`src/rtl/timer_oneshot_handshake.sv`:
```
// One-shot countdown timer with valid/ready handshakes on both sides.
// A period word accepted in IDLE is counted down once per clock; reaching
// zero raises an expiry token that is held until the consumer takes it.
// abort cancels timing or a pending token; clear resets everything.
module timer_oneshot_handshake #(
  parameter int WORD_WIDTH = 20
) (
  input  logic                  clock,
  input  logic                  clear,
  input  logic                  period_valid,
  output logic                  period_ready,
  input  logic [WORD_WIDTH-1:0] period,
  input  logic                  abort,
  output logic                  expired_valid,
  input  logic                  expired_ready,
  output logic                  running,
  output logic [WORD_WIDTH-1:0] remaining,
  output logic [WORD_WIDTH-1:0] expired_count
);

  typedef enum logic [1:0] {
    IDLE = 2'd0,
    RUN  = 2'd1,
    DONE = 2'd2
  } state_t;

  localparam logic [WORD_WIDTH-1:0] ZERO = '0;
  localparam logic [WORD_WIDTH-1:0] ONE  = {{(WORD_WIDTH-1){1'b0}}, 1'b1};

  state_t                  state;
  logic                    running_q;
  logic                    expired_valid_q;
  logic [WORD_WIDTH-1:0]   remaining_q;
  logic [WORD_WIDTH-1:0]   expired_count_q;

  // A period may only be taken while idle and not being cancelled or reset.
  assign period_ready = (state == IDLE) && !abort && !clear;

  assign running       = running_q;
  assign expired_valid = expired_valid_q;
  assign remaining     = remaining_q;
  assign expired_count = expired_count_q;

  // State machine, countdown and token counter; priority is clear, abort,
  // then the per-state behaviour. Status flags are registered alongside state.
  always_ff @(posedge clock) begin
    if (clear) begin
      state           <= IDLE;
      running_q       <= 1'b0;
      expired_valid_q <= 1'b0;
      remaining_q     <= ZERO;
      expired_count_q <= ZERO;
    end else if (abort) begin
      // No token and no count change, whatever else happens this cycle.
      state           <= IDLE;
      running_q       <= 1'b0;
      expired_valid_q <= 1'b0;
      remaining_q     <= ZERO;
    end else begin
      unique case (state)
        IDLE: begin
          if (period_valid) begin
            if (period <= ONE) begin
              // Zero is treated as one: expire on the very next edge.
              state           <= DONE;
              running_q       <= 1'b0;
              expired_valid_q <= 1'b1;
              remaining_q     <= ZERO;
            end else begin
              state           <= RUN;
              running_q       <= 1'b1;
              expired_valid_q <= 1'b0;
              remaining_q     <= period;
            end
          end
        end
        RUN: begin
          if (remaining_q <= ONE) begin
            // Guarding with <= keeps the count from ever wrapping below zero.
            state           <= DONE;
            running_q       <= 1'b0;
            expired_valid_q <= 1'b1;
            remaining_q     <= ZERO;
          end else begin
            remaining_q <= remaining_q - ONE;
          end
        end
        DONE: begin
          if (expired_ready) begin
            state           <= IDLE;
            running_q       <= 1'b0;
            expired_valid_q <= 1'b0;
            expired_count_q <= expired_count_q + ONE;
          end
        end
        default: begin
          state           <= IDLE;
          running_q       <= 1'b0;
          expired_valid_q <= 1'b0;
          remaining_q     <= ZERO;
        end
      endcase
    end
  end

endmodule

```
`config.mk`:
```
export PLATFORM = sky130hd
export DESIGN_NAME = timer_oneshot_handshake
export DESIGN_NICKNAME = d
export VERILOG_FILES = /design/src/rtl/timer_oneshot_handshake.sv
export SDC_FILE = /design/constraint.sdc
export NUM_CORES = 1
export LEC_CHECK = 0
export CAP_MARGIN = 20
export CELL_PAD_IN_SITES_DETAIL_PLACEMENT = 0
export CELL_PAD_IN_SITES_GLOBAL_PLACEMENT = 2
export CORE_AREA = 10 10 103 105
export CTS_BUF_LIST = sky130_fd_sc_hd__clkbuf_8 sky130_fd_sc_hd__clkbuf_16
export DETAILED_ROUTE_END_ITERATION = 6
export DIE_AREA = 0 0 113 115
export PLACE_DENSITY = 0.79
export SETUP_SLACK_MARGIN = 0.3
export SYNTH_ARGS = -nofsm -noshare
export SYNTH_HDL_FRONTEND = slang
export SYNTH_SLANG_ARGS = --single-unit
```
`constraint.sdc`:
```
create_clock -name clock -period 5.4 [get_ports clock]
set_clock_uncertainty 0.15 [all_clocks]
set_input_delay 1.35 -clock clock [delete_from_list [all_inputs] [get_ports clock]]
set_output_delay 1.35 -clock clock [all_outputs]
set_load 0.05 [all_outputs]
```
After elaboration in Yosys (flattened, before gate mapping). Index checks and enable logic that the tools add are counted.

Bits of input ports: 25. Bits in registers: 44. Word-level logic and storage cells: 43. Output and inout bits: 43.

Magnitude comparators: 2. Reduce and logical (&&, ||, !) cells: 9. Eq/ne operators: 5. Add/subtract/negate cells: 2. Muxes and demuxes: 18. Bitwise operators: 2.

Operator list (number): $mux W20 (3); $pmux W20 S3 (1); $le A20 B1 Y1 const B (2); $add A20 B1 Y20 const B (1); $sub A20 B1 Y20 const B (1); $mux W2 (4); $mux W1 (7); $ne A2 B2 Y1 const B (3); $pmux W1 S3 (2); $pmux W2 S3 (1); $reduce_and A3 Y1 (2); $eq A2 B1 Y1 const B (1); $eq A2 B2 Y1 const B (1); $logic_and A1 B1 Y1 (2); $logic_not A1 Y1 (2); $logic_not A2 Y1 (1); $not A1 Y1 (2); $reduce_and A2 Y1 (1); $reduce_or A2 Y1 (1).

Longest topological paths before layout.
Depth in word-level cells: 4. Mapped depth: 9. Mapped depth without buffers: 7.

Worst setup path before layout. Ideal clock, no wire load.

Path type: input port to output port. From: in abort. To: out period_ready. Slack: 0.873 ns. Path buffers: 2. Arrival time: 3.027 ns. Stages on the path: 4. Cells stage by stage: or2_2 clkbuf_1 clkbuf_1 nor3_1.

Longest elaborated chain between the ends: 3.

Ends and longest elaborated chain: start, declared (line 13) `input logic abort,`; $logic_not A1 Y1 (line 37) `assign period_ready = (state == IDLE) && !abort && !clear;`; $logic_and A1 B1 Y1 (2 in a row) (line 37); end, declared (line 11) `output logic period_ready,`.

No other way between the ends.

Final worst setup path.
From: in clear. To: out period_ready.

Longest elaborated chain between the ends: 2.

Ends and longest elaborated chain: start, declared (line 9) `input logic clear,`; $logic_not A1 Y1 (line 37); $logic_and A1 B1 Y1 (line 37).

No other way between the ends.

==> results.yml <==
outcome:
  status: "finished, final reports clean"
critical_path:
  cp.required_ps: 3900
  worstSetupEndpointType: "primary output"
  crit_path_cell_trace: "clkdlybuf4s50_1, buf_4, or2_2, nor3_1, buf_4"
  critPathLaunchType: "primary input"
  critPathKind: "in -> out"
  crit_top_cell: "buf_4"
  cpPeakStageDelay_ps: 440
  crit_start: "clear"
  path_max_fanout: 21
  cp_slowest_cell: "or2_2"
  r2r-start: "remaining[0]"
  arrival_ps: 2810
yosys:
  synthFlopType: "dfxtp_1"
  synthesis.area_mm2: 0.00244
  ys_types: 55
  synth_fa_ha_area_share_pct: 1.54
  synthesis.instances: 305
  synth_seq_cells: 43
  async_flop_share_pct: 0
  synth.area.mux_share_pct: 0.820
  ys_warn_count: 0
  yosys.area_share.simple_pct: 28.9
  synth-seq-area-share_pct: 35.3
  synth_edf_count: 0
  syn-num-nets: 333
  synth_compound_area_share_pct: 20.9
  synth_xor_area_share_pct: 8.92
  syn_avg_cell_area_um2: 8.00
  synth_top_family_by_area: "simple AND/OR/NAND/NOR gates"
power:
  p_total_uw: 829
  ir_worst_vdd_uv: 111
  p_leak_nw: 1.16
  power.density_mw_per_mm2: 251
hold_path:
  hold_start: "expired_count[1]"
  hold_class: "reg -> reg"
timing:
  rsz0062_at_grt: "no"
  finalSetupTns_ps: 0
  post-route-min-period_ps: 4310
  tightestPinTransition_ps: 1040
  max_slew_margin_pct: 30.7
  final_max_slew_viol_count: 0
  finalHoldViolCount: 0
  fin_crit_sh_pct: 79.8
  setup_viol: 0
  timing.fmax_ghz: 0.232
finish:
  area_growth_pct: 35.5
  nFillCells: 894
  ff_latch_area_um2: 861
  diodes: 0
  fin_nets: 392
  instances_no_fill: 473
  drive_above_1_share_pct: 6.30
  multi_input_area_mm2: 0.00149
place:
  hpwl_um: 6110
  globalplace.congestion: 0.825
  port_buffers: 67
  place_inst: 464
floorplan:
  rows: 34
  initial_core_util_pct: 28.5
  die_h_um: 115
  fp.coreArea_mm2: 0.00855
  die_area_mm2: 0.0130
  ios: 68
  dieWidth_um: 113
clocking:
  ctsRootBufferMaster: "clkbuf_8"
  clk_pin_slew_ps: 80
  postCtsSetupBuffers: 0
  tritoncts: "built"
  cts_hold_buf: 0
  clkLatencyLatePin_ps: 300
  cts_resized: 0
  cts_max_path_buffers: 2
  h-tree-depth: 2
  clock_sinks: 43
  numCtsBuffers: 5
global_routing:
  grt_pass1_wl_um: 13600
  overflow: 0
  track_usage_pct: 12.8
  grt_antenna_before_repair: 0
  first_global_vias: 2488
  grt_max_degree: 28
drt:
  antenna_left: 0
  viasPerCell: 5.16
  wl_per_cell_um: 17.3
  num_vias: 2442
  drc: 0
  firstDrtPassIters: 5
  drt_iter0_drc: 162
  wl_um: 8200
job:
  drv_cap: 0
[worst max-delay path: cells and delay by family]
family / cells / cell delay [ps]
buf+inv: 3 / 840
simple gates: 2 / 620
[path summary, 6_finish.rpt]
path / cells past startpoint / slack [ps] / endpoint
hold reg to reg: 2 / 360 / expired_count[1]
setup reg to reg: 7 / 2560 / state[1]
hold / removal: 2 / 360 / expired_count[1]
setup / recovery: 5 / 1090 / period_ready
[registers in the layout, summed over array words and instances, names as in the netlist]
| name | cells |
|---|---|
| state | 2 |
| remaining | 20 |
| running | 1 |
| expired_count | 20 |
[through the flow]
stage | util (%) | area [µm²] | worst slack, ps | hold WS, ps
2_1_floorplan | - | 2440 | 873 | 550
3_3_place_gp | 37.2 | 3180 | 1090 | 338
3_5_place_dp | 37.2 | 3180 | 1070 | 343
4_1_cts | 38.5 | 3300 | 1070 | 363
5_1_grt | 38.7 | 3310 | 1020 | 398
6_report | 38.7 | 3310 | 1090 | 358
[synth_stat cells (all sizes together), types with 2 or more instances]
| library cell | instances | area [µm²] |
|---|---|---|
| o31a | 3 | 26.3 |
| a21o | 2 | 15.0 |
| nor4 | 13 | 100 |
| buf | 8 | 38.8 |
| or4 | 3 | 26.3 |
| clkbuf | 10 | 37.5 |
| dfxtp | 43 | 861 |
| o21a | 2 | 15.0 |
| ha | 3 | 37.5 |
| and3 | 6 | 37.5 |
| or3 | 4 | 25.0 |
| o21ai | 13 | 65.1 |
| a211oi | 8 | 60.1 |
| inv | 4 | 15.0 |
| nand3b | 2 | 15.0 |
| xor2 | 16 | 140 |
| a32oi | 2 | 17.5 |
| nor2 | 39 | 146 |
| mux2i | 2 | 20.0 |
| nand3 | 7 | 35.0 |
| nand4 | 7 | 43.8 |
| a22oi | 3 | 22.5 |
| nor3 | 11 | 55.1 |
| a21oi | 32 | 164 |
| o21bai | 3 | 22.5 |
| nand2 | 19 | 71.3 |
| and2 | 2 | 12.5 |
| o41ai | 2 | 17.5 |
| or2 | 6 | 37.5 |
| and4 | 4 | 35.0 |
| xnor2 | 8 | 77.6 |
| nand2b | 3 | 18.8 |
[layout make-up]
type	count	share of cell area [%]
multi-input combinational	240	45.0
clock inverter	3	1.32
inverter	4	0.454
clock buffer	5	2.08
timing repair buffer	70	21.0
sequential	43	26.0
tap	108	4.09
[logic make-up (layout without fill, tap and decap cells)]
kind of cell,count (synthesis),count (layout)
xor gates and xnor gates,24,24
and+or+nand+nor,131,131
buffers and inverters,22,82
DFF,43,43
muxes,2,2
adders and majority gates,3,3
AOI/OAI and AO/OA,80,80
[routing by layer]
layer	routed length, µm	GRT usage (%)	share of wire, %
met1	3780	16.4	46
met4	62	4.23	0.76
met3	406	2.97	5.0
met2	3950	20.6	48
met5	0	0	0
[cells in the final DEF, fill, tap and decap left out, types with 5 or more instances in the layout]
master / instances
dfxtp_1: 43
clkdlybuf4s50_1: 66
nand3_1: 7
nor3_1: 11
a211oi_1: 8
nand2_1: 19
nand4_1: 7
and3_1: 6
a21oi_1: 31
clkbuf_8: 5
nor2_1: 39
xor2_1: 16
o21ai_0: 10
xnor2_1: 7
nor4_1: 10
[report_power, final]
part / switching, mW / internal [mW]
registers: 0.0170 / 0.326
clock network: 0.123 / 0.138
logic: 0.138 / 0.0866
total: 0.278 / 0.551
Note: power is estimated with default switching activity, not from simulation.
